File: src/rtl/stage2.sv
`default_nettype none
// ============================================================================
// Module   : stage2
// Purpose  : Execute stage. Holds the ID/EX and EX/MEM registers, the ALU, and
//            a shift-add multiplier that stalls the front end.
// Revision : 1.0
// ============================================================================
module stage2 #(
    parameter int CC_WIDTH = 10,
    parameter int MUL_ITER = 8
) (
    input  logic                Clk,
    input  logic                Rst,
    input  logic [CC_WIDTH-1:0] Ctrl_code_in,
    input  logic [7:0]          Op_a,
    input  logic [7:0]          Op_b,
    output logic [CC_WIDTH-1:0] Ctrl_code_exec,
    output logic [7:0]          Forward_exec,
    output logic                Stall_req,
    output logic [CC_WIDTH-1:0] Ctrl_code_mem,
    output logic [7:0]          Alu_out,
    output logic [7:0]          Store_data
);

    // Control code layout: {DMEM_WE, OPCODE[3:0], RF_WE, RF_ADDR[2:0], OUTPUT}
    localparam int c_OPC_LSB = CC_WIDTH - 5;
    localparam int c_CNT_W   = (MUL_ITER > 1) ? $clog2(MUL_ITER) : 1;
    localparam logic [c_CNT_W-1:0] c_CNT_LAST = c_CNT_W'(MUL_ITER - 1);

    localparam logic [3:0] c_OP_NOP   = 4'd0;
    localparam logic [3:0] c_OP_ADD   = 4'd1;
    localparam logic [3:0] c_OP_SUB   = 4'd2;
    localparam logic [3:0] c_OP_LOADI = 4'd3;
    localparam logic [3:0] c_OP_INOUT = 4'd4;
    localparam logic [3:0] c_OP_LOAD  = 4'd5;
    localparam logic [3:0] c_OP_STORE = 4'd6;
    localparam logic [3:0] c_OP_JMP   = 4'd7;
    localparam logic [3:0] c_OP_BRZ   = 4'd8;
    localparam logic [3:0] c_OP_BRNZ  = 4'd9;
    localparam logic [3:0] c_OP_AND   = 4'd10;
    localparam logic [3:0] c_OP_OR    = 4'd11;
    localparam logic [3:0] c_OP_XOR   = 4'd12;
    localparam logic [3:0] c_OP_SHL   = 4'd13;
    localparam logic [3:0] c_OP_SHR   = 4'd14;
    localparam logic [3:0] c_OP_MUL   = 4'd15;

    typedef enum logic [1:0] {
        S_IDLE = 2'd0,
        S_RUN  = 2'd1,
        S_DONE = 2'd2
    } state_t;

    logic [CC_WIDTH-1:0] r_ctrl_ex;
    logic [7:0]          r_a;
    logic [7:0]          r_b;
    logic [CC_WIDTH-1:0] r_ctrl_mem;
    logic [7:0]          r_alu_mem;
    logic [7:0]          r_sd_mem;

    state_t              r_state;
    state_t              w_state_nxt;
    logic [7:0]          r_mcand;
    logic [7:0]          r_mplier;
    logic [7:0]          r_acc;
    logic [c_CNT_W-1:0]  r_cnt;
    logic [7:0]          w_mcand_nxt;
    logic [7:0]          w_mplier_nxt;
    logic [7:0]          w_acc_nxt;
    logic [c_CNT_W-1:0]  w_cnt_nxt;

    logic [3:0]          w_op;
    logic                w_is_mul;
    logic [7:0]          w_alu;

    assign w_op     = r_ctrl_ex[c_OPC_LSB +: 4];
    assign w_is_mul = (w_op == c_OP_MUL);

    assign Stall_req      = w_is_mul && (r_state != S_DONE);
    assign Ctrl_code_exec = r_ctrl_ex;
    assign Forward_exec   = w_alu;
    assign Ctrl_code_mem  = r_ctrl_mem;
    assign Alu_out        = r_alu_mem;
    assign Store_data     = r_sd_mem;

    always_comb begin
        w_alu = 8'h00;
        case (w_op)
            c_OP_ADD:   w_alu = r_a + r_b;
            c_OP_SUB:   w_alu = r_a - r_b;
            c_OP_AND:   w_alu = r_a & r_b;
            c_OP_OR:    w_alu = r_a | r_b;
            c_OP_XOR:   w_alu = r_a ^ r_b;
            c_OP_SHL:   w_alu = r_a << r_b[2:0];
            c_OP_SHR:   w_alu = r_a >> r_b[2:0];
            c_OP_LOADI,
            c_OP_INOUT: w_alu = r_a;
            c_OP_LOAD,
            c_OP_STORE: w_alu = r_b;
            // Only meaningful in DONE; the hazard unit ignores it while stalled.
            c_OP_MUL:   w_alu = r_acc;
            c_OP_NOP, c_OP_JMP, c_OP_BRZ, c_OP_BRNZ: w_alu = 8'h00;
            default:    w_alu = 8'h00;
        endcase
    end

    always_comb begin
        w_state_nxt  = r_state;
        w_mcand_nxt  = r_mcand;
        w_mplier_nxt = r_mplier;
        w_acc_nxt    = r_acc;
        w_cnt_nxt    = r_cnt;
        case (r_state)
            S_IDLE: begin
                if (w_is_mul) begin
                    w_mcand_nxt  = r_a;
                    w_mplier_nxt = r_b;
                    w_acc_nxt    = 8'h00;
                    w_cnt_nxt    = '0;
                    w_state_nxt  = S_RUN;
                end
            end
            S_RUN: begin
                if (r_mplier[0]) begin
                    w_acc_nxt = r_acc + r_mcand;
                end
                w_mcand_nxt  = r_mcand << 1;
                w_mplier_nxt = r_mplier >> 1;
                w_cnt_nxt    = r_cnt + 1'b1;
                if (r_cnt == c_CNT_LAST) begin
                    w_state_nxt = S_DONE;
                end
            end
            S_DONE:  w_state_nxt = S_IDLE;
            default: w_state_nxt = S_IDLE;
        endcase
    end

    always_ff @(posedge Clk) begin
        if (Rst) begin
            r_state  <= S_IDLE;
            r_mcand  <= 8'h00;
            r_mplier <= 8'h00;
            r_acc    <= 8'h00;
            r_cnt    <= '0;
        end else begin
            r_state  <= w_state_nxt;
            r_mcand  <= w_mcand_nxt;
            r_mplier <= w_mplier_nxt;
            r_acc    <= w_acc_nxt;
            r_cnt    <= w_cnt_nxt;
        end
    end

    // While stalled, ID/EX holds and EX/MEM takes a bubble so no write repeats.
    always_ff @(posedge Clk) begin
        if (Rst) begin
            r_ctrl_ex  <= '0;
            r_a        <= 8'h00;
            r_b        <= 8'h00;
            r_ctrl_mem <= '0;
            r_alu_mem  <= 8'h00;
            r_sd_mem   <= 8'h00;
        end else if (!Stall_req) begin
            r_ctrl_ex  <= Ctrl_code_in;
            r_a        <= Op_a;
            r_b        <= Op_b;
            r_ctrl_mem <= r_ctrl_ex;
            r_alu_mem  <= w_alu;
            r_sd_mem   <= (w_op == c_OP_STORE) ? r_a : 8'h00;
        end else begin
            r_ctrl_mem <= '0;
            r_alu_mem  <= 8'h00;
            r_sd_mem   <= 8'h00;
        end
    end

endmodule
`default_nettype wire

File: config.mk
export PLATFORM = sky130hd
export DESIGN_NAME = stage2
export DESIGN_NICKNAME = d
export VERILOG_FILES = /design/src/rtl/stage2.sv
export SDC_FILE = /design/constraint.sdc
export NUM_CORES = 1
export LEC_CHECK = 0
export ABC_CLOCK_PERIOD_IN_PS = 6250
export BUFFER_PORTS_ARGS = -buffer_cell sky130_fd_sc_hd__buf_4
export CAP_MARGIN = 20
export CORE_ASPECT_RATIO = 1.2
export CORE_MARGIN = 10
export CORE_UTILIZATION = 44
export CTS_CLUSTER_SIZE = 24
export DETAILED_ROUTE_END_ITERATION = 7
export PLACE_DENSITY_LB_ADDON = 0.3
export SLEW_MARGIN = 30
export SYNTH_ARGS = -nofsm -noshare
export SYNTH_HDL_FRONTEND = slang
export SYNTH_SLANG_ARGS = --single-unit
File: constraint.sdc
create_clock -name Clk -period 6.25 [get_ports Clk]
set_input_delay 1.25 -clock Clk [delete_from_list [all_inputs] [get_ports Clk]]
set_output_delay 1.25 -clock Clk [all_outputs]
set_load 0.02 [all_outputs]
==> results of run 1 <==
==> power groups by stage <==
stage	logic, mW	registers, mW	clock network, mW
2_1_floorplan	0.162	0.569	0
4_1_cts	0.250	0.557	0.600
3_5_place_dp	0.249	0.569	0
3_3_place_gp	0.247	0.568	0
6_report	0.252	0.558	0.590
5_1_grt	0.275	0.560	0.620
==> per-layer routing <==
| metal | vias to the layer above | global-route usage (%) |
|---|---|---|
| li1 | 2212 | - |
| met1 | 2172 | 22.3 |
| met2 | 191 | 30.7 |
| met3 | 48 | 3.90 |
| met4 | 0 | 11.1 |
| met5 | - | 0 |
==> area by class of cell <==
cell class	instances	area, µm²
well taps	154	193
repair buffers	81	608
clock buffers	11	253
clock inverters	5	85.1
fillers	1022	5190
inverters	26	97.6
multi-input cells	452	3040
flip-flops and latches	81	1620
==> kinds of logic after synthesis <==
| group | synth area share (%) |
|---|---|
| multiplexers | 7.75 |
| buffers and inverters | 6.64 |
| adder cells (fa/ha/maj) | 9.33 |
| XOR/XNOR | 3.33 |
| AND/OR/NAND/NOR | 21.7 |
| flip-flops | 32.5 |
| AO/OA/AOI/OAI | 18.8 |
==> worst max-delay path, cell delays in order (launching register included) <==
cell and delay, ns:
dfxtp_1 0.83, nand2b_1 0.23, nor3_2 0.39, mux2_2 0.42, fa_1 0.43, nor2b_1 0.19, o31a_1 0.16, o21ai_0 0.11
a41oi_1 0.24, nand3b_1 0.11, buf_4 0.18
==> cells in the mapped netlist, types with 3 or more instances <==
cell,number
o22ai_1,3
nand3_1,14
a22oi_1,8
buf_6,3
nor2b_1,5
a31oi_1,4
dfxtp_1,81
mux4_2,5
xor2_1,7
nand3b_1,4
buf_2,13
nand2b_1,9
nand4_1,3
a32oi_1,4
a21o_1,4
nor2_1,68
clkbuf_1,20
a21oi_1,47
o211ai_1,6
ha_1,34
inv_1,25
o21ai_0,17
o21a_1,4
mux2_2,3
nor3b_1,4
or3_1,4
xnor2_1,12
mux2i_1,24
nor3_1,14
a211oi_1,18
and2_1,21
nand2_1,67
buf_4,8
==> through the flow <==
step	util, %	std cells	hold slack (ns)	setup slack, ns	total power, mW
CTS	53.2	810	0.469	1.45	1.41
global placement	50.1	794	0.449	1.87	0.815
detailed placement	50.1	794	0.461	1.82	0.818
global route	53.2	810	0.488	1.12	1.46
finish	53.2	810	0.467	1.37	1.40
floorplan	-	603	0.463	2.45	0.731
==> sequential cells by signal, indices dropped and copies added (netlist names) <==
signal and flops:
Ctrl_code_exec 10, Ctrl_code_mem 10, Alu_out 8, Store_data 8, r_a 8, r_acc 8, r_b 8, r_mcand 8
r_mplier 8, r_cnt 3, r_state 2
==> path summary, 6_finish.rpt <==
kind	startpoint	end	slack [ns]	cells past startpoint
min	Ctrl_code_exec[9]	Ctrl_code_exec[9]	0.47	2
max reg2reg	Ctrl_code_exec[6]	Alu_out[6]	2.88	10
min reg2reg	Ctrl_code_exec[9]	Ctrl_code_exec[9]	0.47	2
max	Ctrl_code_exec[6]	Forward_exec[6]	1.37	10
==> impl_metrics.py, run 1 <==
metrics = {
    "status": {
        "outcome": "completed",
    },
    "route": {
        "detail_route.vias_per_cell": 5.71,
        "wirelength_mm": 15.0,
        "drt-initial-drc-count": 298,
        "routedWlPerCell_um": 18.5,
        "detail_route.wirelength.met1_mm": 6.00,
        "met3_length_mm": 1.07,
        "vias": 4623,
        "first_pass_iters": 5,
        "drcViolationCount": 0,
        "topRoutingLayerUsed": "met4",
        "met2WireLength_mm": 7.15,
        "final_antenna_net_count": 0,
    },
    "sta": {
        "grt_setup_unrepaired": "false",
        "finalHoldViolations": 0,
        "total_of_endpoints_with_negative_setup_slack_in_the_final_report": 0,
        "final_min_period_over_clock_period_pct": 78.1,
        "fmaxAchievable_mhz": 205,
        "worstMarginPinSlew_ns": 0.798,
        "slew_violations": 0,
        "timing.slew.headroom_pct": 46.6,
        "fin_tns_setup_ns": 0,
        "min_period_ns": 4.88,
        "clock_skews_ns": 0.00704,
    },
    "global_routing": {
        "groute.usage.overall_pct": 18.8,
        "grt_pass1_vias": 4493,
        "pin_count_of_the_biggest_net_entering_global_routing": 60,
        "gr-total-overflow": 0,
        "initial_antenna_violation_count": 0,
        "wire_length_of_the_first_global_routing_pass_mm": 23.8,
    },
    "power": {
        "p_leak_nw": 2.46,
        "p_sw_share_pct": 27.5,
        "power.combinational.fraction_pct": 18.0,
        "power_switching_mw": 0.386,
        "intPower_mw": 1.02,
        "power_density_mw_per_mm2": 238,
        "vdd_ir_drop_max_mv": 0.141,
        "power.sequential.fraction_pct": 39.9,
        "power.clock.fraction_pct": 42.1,
    },
    "clock_tree": {
        "cts-htree-levels": 3,
        "cts_setup_buffers": 0,
        "worst_setup_hold_path_clk_slew_ns": 0.06,
        "cts_hold_buf": 0,
        "clock_sink_count": 81,
        "cts_tree": "yes",
        "clock_latency_late_sink_ns": 0.34,
        "clock_tree.buffer_depth": 2,
        "clk_root_buffer_cell": "clkbuf_16",
        "cts_inserted_buffers": 9,
        "post_cts_resize_count": 0,
    },
    "cells_and_area": {
        "drive_above_1_share_pct": 17.7,
        "n_antenna_cell": 0,
        "layout-area-overhead-vs-synth_pct": 18.2,
        "highest_count_cells_in_the_layout_ignoring_fill_and_taps": "dfxtp_1, buf_4, nor2_1",
        "fin_area_mm2": 0.00590,
        "layout.nets": 715,
    },
    "synth": {
        "post_synth_num_cell_types": 66,
        "synthesis.area_mm2": 0.00499,
        "synth_seq_cells": 81,
        "synth-async-reset-ratio_pct": 0,
        "synth_warnings": 0,
        "synth_edf_count": 0,
        "synth_top_flop_cell": "dfxtp_1",
        "synthDominantAreaCellType": "dfxtp_1",
        "share_of_synthesized_area_occupied_by_flip_flops_and_latches_pct": 32.5,
        "synth_fp_nets": 667,
        "synthCells": 603,
        "syn-mean-instance-area_um2": 8.28,
        "leading_post_synthesis_cells_by_cell_area": "dfxtp_1, ha_1, nor2_1",
        "yosys.area.top_type_share_pct": 32.5,
    },
    "floorplanning": {
        "floorplan.io_pins": 73,
        "die_y_extent_um": 137,
        "initial_utilization_pct": 45.0,
        "design.core.area_mm2": 0.0111,
        "die_w_um": 117,
        "placement_rows": 42,
        "total_die_area_mm2": 0.0160,
    },
    "place": {
        "gp_congestion": 0.999,
        "detailed_place.area_mm2": 0.00556,
        "port_buffer_cells": 72,
        "hpwl_mm": 10.6,
    },
    "critical_path": {
        "cp-end-kind": "primary output",
        "worst-endpoint-arrival_ns": 3.63,
        "worstSetupStartpointType": "flip-flop",
        "cp_max_fo": 23,
        "cp_data_required_time_ns": 5.00,
        "critPathKind": "flip-flop to primary output",
    },
    "job": {
        "max-cap-violations": 0,
    },
    "worst_hold_path": {
        "holdCritPathClass": "flip-flop to flip-flop",
    },
}
Note: power is estimated with default switching activity, not from simulation.
==> run 2, diff against run 1 <==
ABC_CLOCK_PERIOD_IN_PS = 5000   (was 6250)
clock period = 5 ns   (was 6.25 ns; I/O delays follow)
==> impl_metrics.py, run 2 (synthesized netlist as in run 1, its figures left out) <==
metrics = {
    "status": {
        "outcome": "completed",
    },
    "place": {
        "port_buffer_cells": 72,
        "pre_cts_slack_ns": 1.19,
        "place.detailed.instances": 795,
        "hpwl_mm": 10.6,
        "gp_congestion": 0.933,
    },
    "route": {
        "detail_route.vias_per_cell": 5.61,
        "routedWlPerCell_um": 18.5,
        "vias": 4551,
        "drt-initial-drc-count": 316,
        "first_pass_iters": 5,
        "wirelength_mm": 15.0,
        "drcViolationCount": 0,
        "final_antenna_net_count": 0,
    },
    "sta": {
        "total_of_endpoints_with_negative_setup_slack_in_the_final_report": 0,
        "slew_violations": 0,
        "timing.slew.headroom_pct": 48.3,
        "fmaxAchievable_mhz": 240,
        "final_min_period_over_clock_period_pct": 83.4,
        "final_critical_path_setup_slack_ns": 0.828,
        "clock_skews_ns": 0.00968,
        "fin_tns_setup_ns": 0,
        "grt_setup_unrepaired": "false",
        "min_period_ns": 4.17,
        "worstMarginPinSlew_ns": 0.773,
        "finalHoldViolations": 0,
    },
    "power": {
        "vdd_ir_drop_max_mv": 0.207,
        "power.clock.fraction_pct": 39.2,
        "power_switching_mw": 0.477,
        "power.sequential.fraction_pct": 41.7,
        "p_leak_nw": 2.44,
        "p_sw_share_pct": 28.6,
        "intPower_mw": 1.19,
        "power.combinational.fraction_pct": 19.1,
        "power_density_mw_per_mm2": 284,
    },
    "critical_path": {
        "critPathKind": "flip-flop to primary output",
        "path_cells": "buf_4 > inv_1 > ha_1 > mux2_2 > fa_1 > nor2b_1 > o31a_1 > o21ai_0 > a211oi_1 > nand3b_1 > buf_4",
        "cp_top_family": "adder cells",
        "cp_data_required_time_ns": 4.00,
        "crit_top_cell": "buf_4",
        "cp-end-kind": "primary output",
        "worstPathBufferInverterCount": 3,
        "worstSetupStartpointType": "flip-flop",
        "worst-endpoint-arrival_ns": 3.17,
        "cp_max_fo": 25,
        "slowest_stage": "fa_1",
        "crit_path_max_incr_delay_ns": 0.43,
    },
    "clock_tree": {
        "worst_setup_hold_path_clk_slew_ns": 0.06,
        "clock_latency_late_sink_ns": 0.34,
        "cts-htree-levels": 3,
        "clk_root_buffer_cell": "clkbuf_16",
        "cts_setup_buffers": 0,
        "cts_hold_buf": 0,
        "clock_tree.buffer_depth": 2,
        "cts_tree": "yes",
        "cts_inserted_buffers": 9,
        "post_cts_resize_count": 0,
        "clock_sink_count": 81,
    },
    "cells_and_area": {
        "instances_no_fill": 811,
        "mostFrequentLayoutCell": "buf_4",
        "n_antenna_cell": 0,
        "layout.nets": 716,
        "layout.core_utilization_pct": 52.9,
        "drive_above_1_share_pct": 17.7,
        "layout-area-overhead-vs-synth_pct": 17.5,
        "highest_count_cells_in_the_layout_ignoring_fill_and_taps": "buf_4, dfxtp_1, nor2_1",
    },
    "floorplanning": {
        "floorplan.io_pins": 73,
        "placement_rows": 42,
        "die_y_extent_um": 137,
        "initial_utilization_pct": 45.0,
        "total_die_area_mm2": 0.0160,
        "die_w_um": 117,
        "design.core.area_mm2": 0.0111,
    },
    "global_routing": {
        "initial_antenna_violation_count": 0,
        "pin_count_of_the_biggest_net_entering_global_routing": 60,
        "gr-total-overflow": 0,
        "wire_length_of_the_first_global_routing_pass_mm": 23.8,
        "groute.usage.overall_pct": 18.7,
        "grt_pass1_vias": 4505,
    },
    "job": {
        "max-cap-violations": 0,
    },
    "worst_hold_path": {
        "holdCritPathClass": "flip-flop to flip-flop",
    },
}
## run 2: stage by stage
| stage | area, µm² | total power [mW] | hold WS, ns |
|---|---|---|---|
| floorplan | 4990 | 0.914 | 0.463 |
| global placement | 5570 | 1.02 | 0.450 |
| detailed placement | 5570 | 1.03 | 0.460 |
| CTS | 5860 | 1.68 | 0.468 |
| global route | 5860 | 1.74 | 0.488 |
| finish | 5860 | 1.67 | 0.466 |
## run 2: cell type report
cell class,count,area [µm²]
clock buffer,10,229
clock inverter,6,67.6
fill,1066,5220
inverter,26,97.6
multi-input combinational,452,3040
sequential,81,1620
tap,154,193
timing repair buffer,82,616
## run 2: final timing paths
kind         depth (start not counted)                end  slack [ns]               from
max                                 11    Forward_exec[6]        0.83             r_b[0]
min reg2reg                          2  Ctrl_code_exec[9]        0.47  Ctrl_code_exec[9]
max reg2reg                         11         Alu_out[6]        2.12             r_b[0]
min                                  2  Ctrl_code_exec[9]        0.47  Ctrl_code_exec[9]
## run 2: power by group through the flow
stage	combinational, mW	clock [mW]	sequential (mW)
after global placement	0.314	0	0.708
after detailed placement	0.317	0	0.709
after floorplan	0.202	0	0.712
after global routing	0.347	0.699	0.697
after CTS	0.319	0.665	0.694
final	0.318	0.653	0.695
## run 2: routing by layer
| layer | track usage, % | part of all wire (%) | vias to the layer above |
|---|---|---|---|
| met5 | 0 | 0 | - |
| met4 | 7.98 | 2.7 | 0 |
| met3 | 3.24 | 6.2 | 28 |
| met2 | 31.9 | 49 | 148 |
| met1 | 22.5 | 42 | 2165 |
| li1 | - | - | 2210 |
## run 2: tightest hold or removal path, delay by kind of cell (launching register included)
family / cells / cell delay [ns]
compound gates: 1 / 0.05
flops: 1 / 0.32
simple gates: 1 / 0.05
==> run 3, diff against run 2 <==
ABC_AREA = 1   (was not set)
ABC_CLOCK_PERIOD_IN_PS = 4100   (was 5000)
clock period = 4.1 ns   (was 5 ns; I/O delays follow)
==> impl_metrics.py, run 3 <==
metrics = {
    "status": {
        "outcome": "completed",
    },
    "cells_and_area": {
        "drive_above_1_share_pct": 14.1,
        "instances_no_fill": 907,
        "area.sequential_mm2": 0.00162,
        "highest_count_cells_in_the_layout_ignoring_fill_and_taps": "nand2_1, dfxtp_1, buf_4",
        "layout-area-overhead-vs-synth_pct": 19.3,
        "n_antenna_cell": 0,
        "layout.nets": 837,
        "nFillCells": 1053,
        "mostFrequentLayoutCell": "nand2_1",
        "multi_input_logic_area_mm2": 0.00271,
        "layout.core_utilization_pct": 53.9,
    },
    "route": {
        "routedWlPerCell_um": 16.4,
        "drcViolationCount": 0,
        "wirelength_mm": 14.9,
        "final_antenna_net_count": 0,
        "vias": 4883,
        "first_pass_iters": 5,
        "drt-initial-drc-count": 278,
        "detail_route.vias_per_cell": 5.38,
    },
    "global_routing": {
        "groute.usage.overall_pct": 19.4,
        "gr-total-overflow": 0,
        "initial_antenna_violation_count": 0,
        "wire_length_of_the_first_global_routing_pass_mm": 24.0,
        "grt_pass1_vias": 4704,
        "pin_count_of_the_biggest_net_entering_global_routing": 32,
    },
    "power": {
        "power.clock.fraction_pct": 41.4,
        "power_switching_mw": 0.600,
        "power.combinational.fraction_pct": 16.9,
        "total_power_mw": 2.03,
        "power.sequential.fraction_pct": 41.7,
        "vdd_ir_drop_max_mv": 0.247,
        "p_sw_share_pct": 29.6,
        "intPower_mw": 1.43,
        "power_density_mw_per_mm2": 356,
        "p_leak_nw": 2.85,
    },
    "place": {
        "port_buffer_cells": 72,
        "place.detailed.instances": 891,
        "hpwl_mm": 11.3,
        "gp_congestion": 0.937,
    },
    "synth": {
        "leading_post_synthesis_cells_by_cell_area": "dfxtp_1, nand2_1, ha_1",
        "post_synth_num_cell_types": 37,
        "yosys.area_share.simple_pct": 31.2,
        "yosys.cell_count.top_type": "nand2_1",
        "post_synth_fa_ha_maj_area_fraction_pct": 9.76,
        "share_of_synthesized_area_occupied_by_flip_flops_and_latches_pct": 34.0,
        "synth-async-reset-ratio_pct": 0,
        "post_synth_most_frequent_cells": "nand2_1, dfxtp_1, inv_1",
        "synth_top_flop_cell": "dfxtp_1",
        "synthCells": 708,
        "synth_warnings": 0,
        "synthMuxAreaShare_pct": 0,
        "synthDominantAreaCellType": "dfxtp_1",
        "synth_seq_cells": 81,
        "synth_xor_xnor_area_share_pct": 1.65,
        "syn-mean-instance-area_um2": 6.74,
        "synth_edf_count": 0,
        "yosys.area.top_type_share_pct": 34.0,
        "synthesis.area_mm2": 0.00477,
        "largest_family_of_logic_cells_by_synthesized_area": "simple AND/OR/NAND/NOR gates",
        "synth_fp_nets": 772,
        "synthesized_area_fraction_occupied_by_ao_oa_aoi_and_oai_cells_pct": 14.2,
    },
    "sta": {
        "final_min_period_over_clock_period_pct": 90.3,
        "slew_violations": 0,
        "timing.slew.headroom_pct": 41.9,
        "finalHoldViolations": 0,
        "min_period_ns": 3.70,
        "clock_skews_ns": 0.0130,
        "total_of_endpoints_with_negative_setup_slack_in_the_final_report": 0,
        "worstMarginPinSlew_ns": 0.871,
        "fin_tns_setup_ns": 0,
        "grt_setup_unrepaired": "false",
        "fmaxAchievable_mhz": 270,
    },
    "clock_tree": {
        "cts-htree-levels": 3,
        "clock_tree.buffer_depth": 2,
        "cts_inserted_buffers": 9,
        "clock_latency_late_sink_ns": 0.35,
        "worst_setup_hold_path_clk_slew_ns": 0.07,
        "cts_setup_buffers": 0,
        "clock_sink_count": 81,
        "clk_root_buffer_cell": "clkbuf_16",
        "cts_tree": "yes",
    },
    "worst_hold_path": {
        "holdCritPathClass": "flip-flop to flip-flop",
        "hold_end": "Ctrl_code_mem[9]",
        "worstHoldPathCells": 2,
        "min_from": "Ctrl_code_exec[9]",
    },
    "floorplanning": {
        "initial_utilization_pct": 45.1,
        "total_die_area_mm2": 0.0154,
        "design.core.area_mm2": 0.0106,
        "die_y_extent_um": 134,
        "placement_rows": 41,
        "floorplan.io_pins": 73,
        "die_w_um": 115,
    },
    "critical_path": {
        "worstSetupStartpointType": "flip-flop",
        "regToRegEndpoint": "Alu_out[6]",
        "slowest_stage": "dfxtp_1",
        "path_cells": "inv_1 > nand2_1 > nand2_1 > xor2_1 > ha_1 > nand2_1 > or2_2 > nand3_1 > nand2_1 > nand3_1 > nand2_1 > inv_1 > buf_4",
        "crit-reg2reg-launch": "r_b[2]",
        "regToRegSetupSlack_ns": 1.59,
        "worst-endpoint-arrival_ns": 2.88,
        "worst_r2r_path_depth": 14,
        "crit_top_cell": "nand2_1",
        "cp_data_required_time_ns": 3.28,
        "crit_path_max_incr_delay_ns": 0.68,
        "critPathKind": "flip-flop to primary output",
        "cp-end-kind": "primary output",
        "cp_max_fo": 11,
    },
    "job": {
        "max-cap-violations": 0,
    },
}
==> run 3: changes by cell type in the layout (fill, tap and decap cells not counted), sizes merged, moves of 7 or more <==
cell and change:
nand2 +130, inv +56, nand3 +43, o21ai +35, mux2i -24, and2 -21
a211oi -18, nor3 -12, a31oi +10, xnor2 -10, nand2b -9, a22oi -8
a21oi +7, nand4 +7
==> run 3: worst max path at each step <==
stage / slack (ns) / startpoint / end / depth (start not counted)
after global routing: 0.12 / Ctrl_code_exec[6] / Forward_exec[7] / 15
after global placement: 0.68 / r_b[0] / Forward_exec[5] / 16
final: 0.40 / r_b[2] / Forward_exec[5] / 13
after floorplan: 0.80 / r_b[1] / Forward_exec[7] / 19
after CTS: 0.27 / r_b[0] / Forward_exec[5] / 16
after detailed placement: 0.64 / r_b[0] / Forward_exec[5] / 16
==> run 3: metrics by stage <==
| step | hold slack [ns] | worst slack [ns] | cell area, µm² |
|---|---|---|---|
| after floorplan | 0.433 | 0.797 | 4770 |
| after detailed placement | 0.450 | 0.637 | 5380 |
| final | 0.457 | 0.397 | 5690 |
| after global routing | 0.478 | 0.120 | 5690 |
| after global placement | 0.441 | 0.679 | 5380 |
| after CTS | 0.461 | 0.275 | 5690 |
==> run 3: critical path: cells and delay by family (launching register included) <==
kind,cells,cell delay [ns]
DFF,1,0.68
and+or+nand+nor,8,0.93
buffers and inverters,3,0.39
xor gates and xnor gates,1,0.15
adders and majority gates,1,0.39
==> run 3: power by group through the flow <==
stage          Sequential, mW  Combinational, mW  Clock (mW)
2_1_floorplan           0.869              0.207           0
3_5_place_dp            0.864              0.342           0
5_1_grt                 0.849              0.389       0.892
6_report                0.847              0.343       0.839
4_1_cts                 0.845              0.343       0.851
3_3_place_gp            0.863              0.338           0
==> run 3: per-layer routing <==
layer  track usage [%]  wire, µm  vias up
met5                 0         0        -
met4              9.23       578        0
met3              3.97       884       45
met2              33.2      7410      170
met1              22.2      5990     2236
li1                  -         -     2432
==> run 3: repair_timing <==
| action | in CTS | in global routing |
|---|---|---|
| endpoints found under the hold margin | 0 | 0 |
| hold buffers | 0 | 0 |
| endpoints found under the setup margin | 0 | 4 |
| gates resized for setup | 0 | 1 |
==> run 3: cell type report <==
cell class,instances,area share [%]
Clock buffer,9,3.96
Tap cell,129,2.84
Sequential cell,81,28.5
Inverter,81,5.39
Clock inverter,7,1.45
Multi-Input combinational cell,522,47.6
Timing Repair Buffer,78,10.3
==> run 3: cells by family (layout without fill, tap and decap cells) <==
kind of cell,count (synthesis),after routing
AOI/OAI and AO/OA,126,126
buffers and inverters,105,175
and+or+nand+nor,351,351
DFF,81,81
xor gates and xnor gates,9,9
adders and majority gates,36,36
